`config.mk`:
```
export PLATFORM = sky130hd
export DESIGN_NAME = pipe_ctrl
export DESIGN_NICKNAME = d
export VERILOG_FILES = /design/src/rtl/pipe_ctrl_pkg.sv /design/src/rtl/stall_watchdog.sv /design/src/rtl/pipe_ctrl.sv
export SDC_FILE = /design/constraint.sdc
export NUM_CORES = 1
export LEC_CHECK = 0
export BUFFER_PORTS_ARGS = -buffer_cell sky130_fd_sc_hd__buf_4
export CORE_MARGIN = 2
export CORE_UTILIZATION = 54
export CTS_CLUSTER_SIZE = 30
export DETAILED_ROUTE_END_ITERATION = 8
export PLACE_DENSITY = 0.94
export SLEW_MARGIN = 20
export SYNTH_ARGS = -nofsm -noshare
export SYNTH_HDL_FRONTEND = slang
export SYNTH_SLANG_ARGS = --single-unit
```
`constraint.sdc`:
```
create_clock -name clk -period 2.8 [get_ports clk]
set_input_delay 0.14 -clock clk [delete_from_list [all_inputs] [get_ports clk]]
set_output_delay 0.14 -clock clk [all_outputs]
set_load 0.1 [all_outputs]
```
`src/rtl/pipe_ctrl_pkg.sv`:
```
// rtl/pipe_ctrl_pkg.sv - shared constants, exception codes and FSM encoding for pipe_ctrl
// Contents: bus width, stall/reset levels, exception type codes, FSM state
// enum and the stage-mask helper used by the requestor decode.
package pipe_ctrl_pkg;

  localparam int REG_BUS = 32;

  localparam logic STOP       = 1'b1;
  localparam logic NO_STOP    = 1'b0;
  localparam logic RST_ENABLE = 1'b0;

  localparam logic [31:0] EXC_NONE         = 32'h0;
  localparam logic [31:0] EXC_INT          = 32'h1;
  localparam logic [31:0] EXC_SYSCALL      = 32'h8;
  localparam logic [31:0] EXC_INST_INVALID = 32'ha;
  localparam logic [31:0] EXC_TRAP         = 32'hc;
  localparam logic [31:0] EXC_OV           = 32'hd;
  localparam logic [31:0] EXC_ERET         = 32'he;

  typedef enum logic {
    ST_IDLE  = 1'b0,
    ST_FLUSH = 1'b1
  } state_e;

  // Bits [top:0] set; freezing a stage also freezes every stage upstream of it.
  function automatic logic [15:0] low_mask(input logic [3:0] top);
    logic [16:0] m;
    m = (17'd1 << ({1'b0, top} + 5'd1)) - 17'd1;
    return m[15:0];
  endfunction

endpackage

```
`src/rtl/stall_watchdog.sv`:
```
// rtl/stall_watchdog.sv - consecutive-stall watchdog with sticky timeout flag
// Ports:
//   clk, rst_n  clock and asynchronous active-low reset
//   stalled     1 in any cycle where some pipeline stage is stalled
//   wd_clear    clears the sticky flag and the run counter (wins over a new timeout)
//   timeout     sticky flag, set once WD_LIMIT consecutive stalled cycles are seen
module stall_watchdog #(
  parameter int WD_LIMIT = 1024
) (
  input  logic clk,
  input  logic rst_n,
  input  logic stalled,
  input  logic wd_clear,
  output logic timeout
);

  localparam int CW = (WD_LIMIT > 1) ? $clog2(WD_LIMIT) : 1;
  localparam logic [CW-1:0] LAST = CW'(WD_LIMIT - 1);

  logic [CW-1:0] wcnt;

  // wcnt parks at LAST while the stall persists, so the flag is set on the
  // WD_LIMIT-th consecutive stalled edge and the counter never wraps.
  always_ff @(posedge clk or negedge rst_n) begin
    if (!rst_n) begin
      wcnt    <= '0;
      timeout <= 1'b0;
    end else if (wd_clear) begin
      wcnt    <= '0;
      timeout <= 1'b0;
    end else begin
      if (!stalled) begin
        wcnt <= '0;
      end else if (wcnt != LAST) begin
        wcnt <= wcnt + CW'(1);
      end
      if (stalled && (wcnt == LAST)) begin
        timeout <= 1'b1;
      end
    end
  end

endmodule

```
`src/rtl/pipe_ctrl.sv`:
```
// rtl/pipe_ctrl.sv - pipeline stall/flush controller with flush sequencer, watchdog and perf counter
// Ports:
//   clk, rst_n        clock and asynchronous active-low reset
//   stallreq_i        per-requestor stall request (active at STOP)
//   excep_type_i      exception type from MEM stage, 0 = none
//   cp0_epc_i         return address used for ERET
//   wd_clear_i        clears the sticky watchdog flag
//   stall_o           per-stage stall, bit 0 is the PC stage
//   flush_o           pipeline flush
//   excep_vector_o    new PC, valid while flush_o is high
//   stall_timeout_o   sticky watchdog flag
//   stall_cycles_o    saturating count of stalled cycles
module pipe_ctrl
  import pipe_ctrl_pkg::*;
#(
  parameter int                  N_STAGES     = 6,
  parameter int                  N_REQ        = 3,
  parameter logic [4*N_REQ-1:0]  REQ_STAGE    = {4'd4, 4'd3, 4'd2},
  parameter int                  DW           = REG_BUS,
  parameter int                  FLUSH_CYCLES = 1,
  parameter logic [DW-1:0]       INT_VEC      = 'h20,
  parameter logic [DW-1:0]       GEN_VEC      = 'h40,
  parameter int                  WD_LIMIT     = 1024
) (
  input  logic                clk,
  input  logic                rst_n,
  input  logic [N_REQ-1:0]    stallreq_i,
  input  logic [31:0]         excep_type_i,
  input  logic [DW-1:0]       cp0_epc_i,
  input  logic                wd_clear_i,
  output logic [N_STAGES-1:0] stall_o,
  output logic                flush_o,
  output logic [DW-1:0]       excep_vector_o,
  output logic                stall_timeout_o,
  output logic [31:0]         stall_cycles_o
);

  state_e        state_q, state_d;
  logic [3:0]    fcnt_q, fcnt_d;
  logic [DW-1:0] vec_q, vec_d;
  logic [DW-1:0] dec_vec;
  logic          excep_valid;
  logic [15:0]   req_bits;
  logic [N_STAGES-1:0] req_mask;
  logic [31:0]   perf_q;
  logic          stalled;

  always_comb begin
    req_bits = '0;
    for (int k = 0; k < N_REQ; k++) begin
      if (stallreq_i[k] == STOP) begin
        req_bits = req_bits | low_mask(REQ_STAGE[4*k +: 4]);
      end
    end
    req_mask = req_bits[N_STAGES-1:0];
  end

  assign excep_valid = (excep_type_i != EXC_NONE);

  always_comb begin
    if (excep_type_i == EXC_INT) begin
      dec_vec = INT_VEC;
    end else if (excep_type_i == EXC_ERET) begin
      dec_vec = cp0_epc_i;
    end else begin
      dec_vec = GEN_VEC;
    end
  end

  always_ff @(posedge clk or negedge rst_n) begin
    if (!rst_n) begin
      state_q <= ST_IDLE;
      fcnt_q  <= '0;
      vec_q   <= '0;
    end else begin
      state_q <= state_d;
      fcnt_q  <= fcnt_d;
      vec_q   <= vec_d;
    end
  end

  // The vector is captured on the exception edge so a later change of
  // cp0_epc_i cannot disturb the remaining flush cycles.
  always_comb begin
    state_d = state_q;
    fcnt_d  = fcnt_q;
    vec_d   = vec_q;
    case (state_q)
      ST_IDLE: begin
        if (excep_valid) begin
          vec_d = dec_vec;
          if (FLUSH_CYCLES > 1) begin
            state_d = ST_FLUSH;
            fcnt_d  = 4'(FLUSH_CYCLES - 1);
          end
        end
      end
      ST_FLUSH: begin
        fcnt_d = fcnt_q - 4'd1;
        if (fcnt_q == 4'd1) begin
          state_d = ST_IDLE;
        end
      end
      default: state_d = ST_IDLE;
    endcase
  end

  // Outputs are gated with rst_n so the combinational paths are quiet in reset.
  always_comb begin
    flush_o        = 1'b0;
    excep_vector_o = '0;
    stall_o        = '0;
    if (rst_n) begin
      if (state_q == ST_FLUSH) begin
        flush_o        = 1'b1;
        excep_vector_o = vec_q;
      end else if (excep_valid) begin
        flush_o        = 1'b1;
        excep_vector_o = dec_vec;
      end else begin
        stall_o = req_mask;
      end
    end
  end

  assign stalled = |stall_o;

  always_ff @(posedge clk or negedge rst_n) begin
    if (!rst_n) begin
      perf_q <= '0;
    end else if (stalled && (perf_q != 32'hFFFF_FFFF)) begin
      perf_q <= perf_q + 32'd1;
    end
  end

  assign stall_cycles_o = perf_q;

  stall_watchdog #(
    .WD_LIMIT (WD_LIMIT)
  ) u_watchdog (
    .clk      (clk),
    .rst_n    (rst_n),
    .stalled  (stalled),
    .wd_clear (wd_clear_i),
    .timeout  (stall_timeout_o)
  );

endmodule

```
# ---- Word level (Yosys, flattened, before mapping)
# Index checks and enable logic that the tools add are counted.
dict set report word_totals {
  regBits 80
  elab_cells 44
}
dict set report classes {
  addsub 3
  eq_ne 7
  muxes 21
  bitwise 1
  reduce_logical 6
}
# operator n
set op_table {}
lappend op_table {{2-to-1 mux 32 bit} 5}
lappend op_table {{adder 32 x 1 -> 32 bit (second input constant)} 1}
lappend op_table {{equality test 32 x 1 -> 1 bit (second input constant)} 1}
lappend op_table {{equality test 32 x 4 -> 1 bit (second input constant)} 1}
lappend op_table {{inequality test 32 bit (second input constant)} 1}
lappend op_table {{nonzero test 32 bit} 1}
lappend op_table {{2-to-1 mux 10 bit} 3}
lappend op_table {{2-to-1 mux 5 bit} 4}
lappend op_table {{adder 10 x 1 -> 10 bit (second input constant)} 1}
lappend op_table {{equality test 10 bit (second input constant)} 1}
lappend op_table {{inequality test 10 bit (second input constant)} 1}
lappend op_table {{2-to-1 mux 1 bit} 7}
lappend op_table {{OR reduction 6 bit} 1}
lappend op_table {{equality test 4 x 1 -> 1 bit (second input constant)} 1}
lappend op_table {{2-to-1 mux 4 bit} 1}
lappend op_table {{subtractor 4 x 1 -> 4 bit (second input constant)} 1}
lappend op_table {{2-to-1 mux 3 bit} 1}
lappend op_table {{inequality test 3 x 2 -> 1 bit (second input constant)} 1}
lappend op_table {{logical AND 1 bit} 2}
lappend op_table {{AND reduction 2 bit} 1}
lappend op_table {{nonzero test 2 bit} 1}
lappend op_table {{inverter 1 bit} 1}

# ---- Logic depth before layout (Yosys ltp)
dict set report depth {
  word_depth 10
  depth_mapped 7
}

# ---- Hierarchy
# Synthesis repeated with hierarchy kept, for this count alone.
dict set report hier_totals {
  cells_unflattened 400
  hier_area_um2 4145.2
}
# mod instances cells_each area_each_um2 seq_area_each_um2
set modules_own_cells {}
lappend modules_own_cells {pipe_ctrl 1 343 3565.9 1726.7}
lappend modules_own_cells {stall_watchdog 1 57 579.3 275.3}

# ---- Worst setup path after synthesis
# OpenSTA, ideal clock, no wires.
dict set report synth_timing {
  kind {input-to-output}
  from {input port excep_type_i[14]}
  to {output port stall_o[4]}
  t_arrival_ns 4.322
  setup_slack_ns -1.662
  cell_stages 5
  path_cell_list {nor4_1 > nand4_1 > or2_2 > clkbuf_1 > nor4b_1}
}
dict set report synth_between {
  elab_chain_cells 4
}
# item line
set synth_rtl {}
lappend synth_rtl {{start: declaration} pipe_ctrl.sv:28} ;# input logic [31:0] excep_type_i,
lappend synth_rtl {{nonzero test 32 bit} pipe_ctrl.sv:58} ;# assign excep_valid = (excep_type_i != EXC_NONE);
lappend synth_rtl {{2-to-1 mux 5 bit} pipe_ctrl.sv:117} ;# end else if (excep_valid) begin
lappend synth_rtl {{2-to-1 mux 5 bit} pipe_ctrl.sv:114} ;# if (state_q == ST_FLUSH) begin
lappend synth_rtl {{2-to-1 mux 5 bit} pipe_ctrl.sv:113} ;# if (rst_n) begin
lappend synth_rtl {{end: declaration} pipe_ctrl.sv:31} ;# output logic [N_STAGES-1:0] stall_o,
# Every way passes these cells.

# ---- Worst setup path after layout
dict set report layout_timing {
  from {register perf_q[0], in the netlist stall_cycles_o[0]}
  to {register perf_q[24], in the netlist stall_cycles_o[24]}
}
dict set report layout_between {
  elab_chain_cells 2
  word_cells_on_any_way 3
  cone_classes {add/sub (1); eq/ne (1); reduce/logical (1)}
}
# item line
set layout_rtl {}
lappend layout_rtl {{start: declaration} pipe_ctrl.sv:45} ;# logic [31:0] perf_q;
lappend layout_rtl {{start signal: assignment} pipe_ctrl.sv:132} ;# perf_q <= perf_q + 32'd1;
lappend layout_rtl {{parallel branches: the longest is 2 deep, another holds adder 32 x 1 -> 32 bit} n/a}
# Parallel ways; which one is timed is not known.
# A chain may end at the register's enable or synchronous reset.

==> out/metrics.sh <==
POST-ROUTE-UTIL_PCT=77.2
CRITICALPATHCATEGORY='flip-flop to flip-flop'
R2R_START='stall_cycles_o[0]$_DFFE_PN0P_'
NUMPORTBUFFERS=140
NUMBER_OF_CLOCK_BUFFERS_INSERTED_BY_TRITONCTS=9
GLOBALROUTE.TOTALOVERFLOW=0
CLK_ROOT_BUFFER_CELL='clkbuf_8'
TIGHTEST_SLEW_NS=0.587
CAP_VIOLATIONS=0
FF2FF_PATH_DEPTH=6
TIMING.CLOCK.SKEW_NS=0.00878
SYNTHXORXNORAREAFRAC_PCT=8.54
YOSYS.AREA.TOP_TYPE_SHARE_PCT=48.8
YOSYS_REGISTER_BITS=80
ROUTED-VIA-COUNT=3663
MIN_DELAY_PATH_DEPTH=2
SLEW_VIOLATIONS=0
LAYOUT.CELLS.MOST_COMMON='buf_4'
DR.PASS1.ITERS=4
ROW_COUNT=31
HP-CLASS='input port to flip-flop'
SYNTH-WARNING-COUNT=0
PATH_MAX_FANOUT=9
TRITONCTS='yes'
BOUNDARYPINS=142
IR_WORST_VDD_mV=0.241
MAPPEDNETLISTNETS=458
ROUTE.DETAILED.WL_PER_INST_UM=16.9
YS_DOMINANT_REG_CELL='dfrtp_1'
VIAS_PER_CELL=5.90
DIODES=0
DIEHEIGHT_UM=91.2
TIMING.CRITICAL_PATH.ARRIVAL_NS=2.62
H-TREE-DEPTH=3
SYN2LAYOUT_AREA_GROWTH_PCT=37.2
POST_SYNTH_INSTANCE_AREA_UM2=4100
STATUS='completed'
SYNTH.LARGEST_AREA_CELL='dfrtp_1'
START_KIND='flip-flop'
FINALCRITICALPERIOD_NS=2.38
FIRST_GLOBAL_VIAS=3653
GRT_PASS1_WL_UM=17200
DETAIL-ROUTE-ANTENNA-NETS=0
FIN_NETS=592
DETAILED_PLACE_HPWL_UM=7290
STDCELL_AREA_UM2=5630
DIE_OUTLINE_WIDTH_UM=91.2
POST_CTS_BUFFERS=0
HOLD-WORST-SLACK_NS=0.0228
SEQ_AREA_FRAC_SYNTH_PCT=48.8
START_UTIL_PCT=56.3
HOLD_PATH.STARTPOINT='cp0_epc_i[18]'
MOSTFREQUENTLAYOUTCELLS='buf_4 (145), dfrtp_1 (80), xnor2_1 (37), a22oi_1 (31)'
LAYOUTNONFILLERINSTCOUNT=621
GRT_SETUP_UNREPAIRED='no'
R2R_END='stall_cycles_o[24]$_DFFE_PN0P_'
GRT_START_MAX_NET_PINS=115
PLACE_INST=604
AVGSYNTHCELLAREA_UM2=10.7
YS_TOP_CELLS_BY_AREA='dfrtp_1 (49%), xnor2_1 (7.9%), a22o_1 (6.4%)'
DETAILEDROUTE.FIRSTITERATIONVIOLATIONS=228
REG2REG_SLACK_NS=0.42
GRT_USAGE_PCT=25.5
POST_SYNTH_ADDER_CELL_AREA_PCT=1.22
ROUTE.FINAL.WIRE_LENGTH_UM=10500
WORST_SKEW_PAIR.LATE_LATENCY_NS=0.35
LAYOUT_WORST_PATH_CYCLE_SHARE_PCT=85.1
CTS_REPAIR_RESIZE_COUNT=0
SYNTH-SIMPLE-AREA-SHARE_PCT=21.0
NETLIST-CELL-TYPE-COUNT=44
SYNTH_COMPOUND_GATE_AREA_SHARE_PCT=16.1
WHS_ENDPOINT='vec_q[18]$_DFFE_PN0P_'
ANTENNA_FOUND_INITIAL=0
SYNTH-EDFF-COUNT=0
DRIVE_ABOVE_1_SHARE_PCT=38.9
POST_SYNTH_MUX_AREA_SHARE_PCT=1.01
TOTAL_LEAKAGE_POWER_nW=2.60
REPORT.FINAL.SETUP_VIOL=0
HOLDBUFCOUNTCTS=2
FP.DIEAREA_UM2=8310
PLACEABLECOREAREA_UM2=7290
PATH_CLK_SLEW_NS=0.08
MAIN_COMBINATIONAL_CELL_FAMILY_BY_AREA_AFTER_SYNTHESIS='simple AND/OR/NAND/NOR gates'
CP_CAPTURE_TYPE='flip-flop'
POWER-PER-CELL-AREA_nW_PER_UM2=432
PLACE.GP.CONGESTION=0.818
FINAL_ROUTED_DRC_VIOLATION_TOTAL=0
POSTPLACECELLAREA_UM2=5340
CTSLONGESTPATHBUFFERS=2
SYNTHCELLS=384
SYNTHARSTFLOPSHARE_PCT=100
SLEW_HEADROOM_PCT=60.7
REPORT.POWER.TOTAL_mW=2.43
WORST-ENDPOINT-REQUIRED_NS=3.03
HOLD_VIOLATIONS=0
TRITONCTS_NUM_SINKS=80
TIMING.FMAX_MHz=420
worst max path at each step:
stage	startpoint	cells past startpoint	end	slack (ns)
after global routing	excep_type_i[13]	8	excep_vector_o[12]	0.22
after floorplan	excep_type_i[14]	5	stall_o[4]	-0.31
final	stall_cycles_o[0]$_DFFE_PN0P_	6	stall_cycles_o[24]$_DFFE_PN0P_	0.42
after detailed placement	excep_type_i[13]	8	excep_vector_o[5]	0.35
after global placement	excep_type_i[13]	8	excep_vector_o[5]	0.38
after CTS	excep_type_i[13]	8	excep_vector_o[5]	0.35
metrics by stage:
stage          worst slack, ns  setup TNS (ns)
2_1_floorplan           -0.306          -0.306
3_3_place_gp             0.384               0
3_5_place_dp             0.353               0
4_1_cts                  0.353               0
5_1_grt                  0.219               0
6_report                 0.417               0
where the power goes:
part	internal, mW	leakage [nW]	switching, mW
Clock	0.704	0.133	0.417
Combinational	0.0813	1.36	0.0742
Sequential	1.15	1.11	0.000000000419
flip-flops by register name (all words and copies together) (netlist names):
name,count
vec_q,32
fcnt_q,4
stall_cycles_o,32
state_q,1
u_watchdog.timeout,1
u_watchdog.wcnt,10
cells in the mapped netlist (2+ instances only):
cell and instances:
a22oi_1 31, buf_4 5, xor2_1 3, inv_1 4, nor2b_1 32, nand2_1 8
nand4_1 21, a22o_1 30, nor3_1 4, xnor2_1 37, nand3_1 16, and3_1 14
nor4b_1 2, nand2b_1 2, and2_1 5, ha_1 4, nor2_1 14, o2111ai_1 6
buf_2 2, mux2i_1 3, nor4_1 11, clkbuf_1 18, a21oi_1 6, and4_1 5
dfrtp_1 80, o21ai_0 3
worst max-delay path, stage by stage (launching register included):
cell and delay (ns):
dfrtp_1 0.43, ha_1 0.23, nand3_1 0.13, nor4_1 0.51
nor4b_4 0.60, nand4_1 0.21, xnor2_1 0.17
per-layer routing:
layer  wire length, um  global-route usage [%]  vias up
met2              5320                    44.3      143
met1              4310                    32.2     1806
li1                  -                       -     1701
met4               127                    6.57        0
met5                 0                       0        -
met3               733                    5.98       13
cell type report:
cell class	count	area, um2
multi-input combinational	274	2070
sequential	80	2000
fill	488	1660
timing repair buffer	149	1150
clock buffer	10	138
clock inverter	5	129
tap	99	124
inverter	4	15.0
logic make-up (layout without fill, tap and decap cells):
| logic type | Yosys count | in the layout |
|---|---|---|
| flip-flops | 80 | 80 |
| multiplexers | 4 | 4 |
| XOR/XNOR | 40 | 40 |
| adder cells (fa/ha/maj) | 4 | 4 |
| other | 1 | 1 |
| buffers and inverters | 30 | 168 |
| AND/OR/NAND/NOR | 141 | 141 |
| AO/OA/AOI/OAI | 84 | 84 |
No activity file was read; power rests on OpenSTA's default activity.
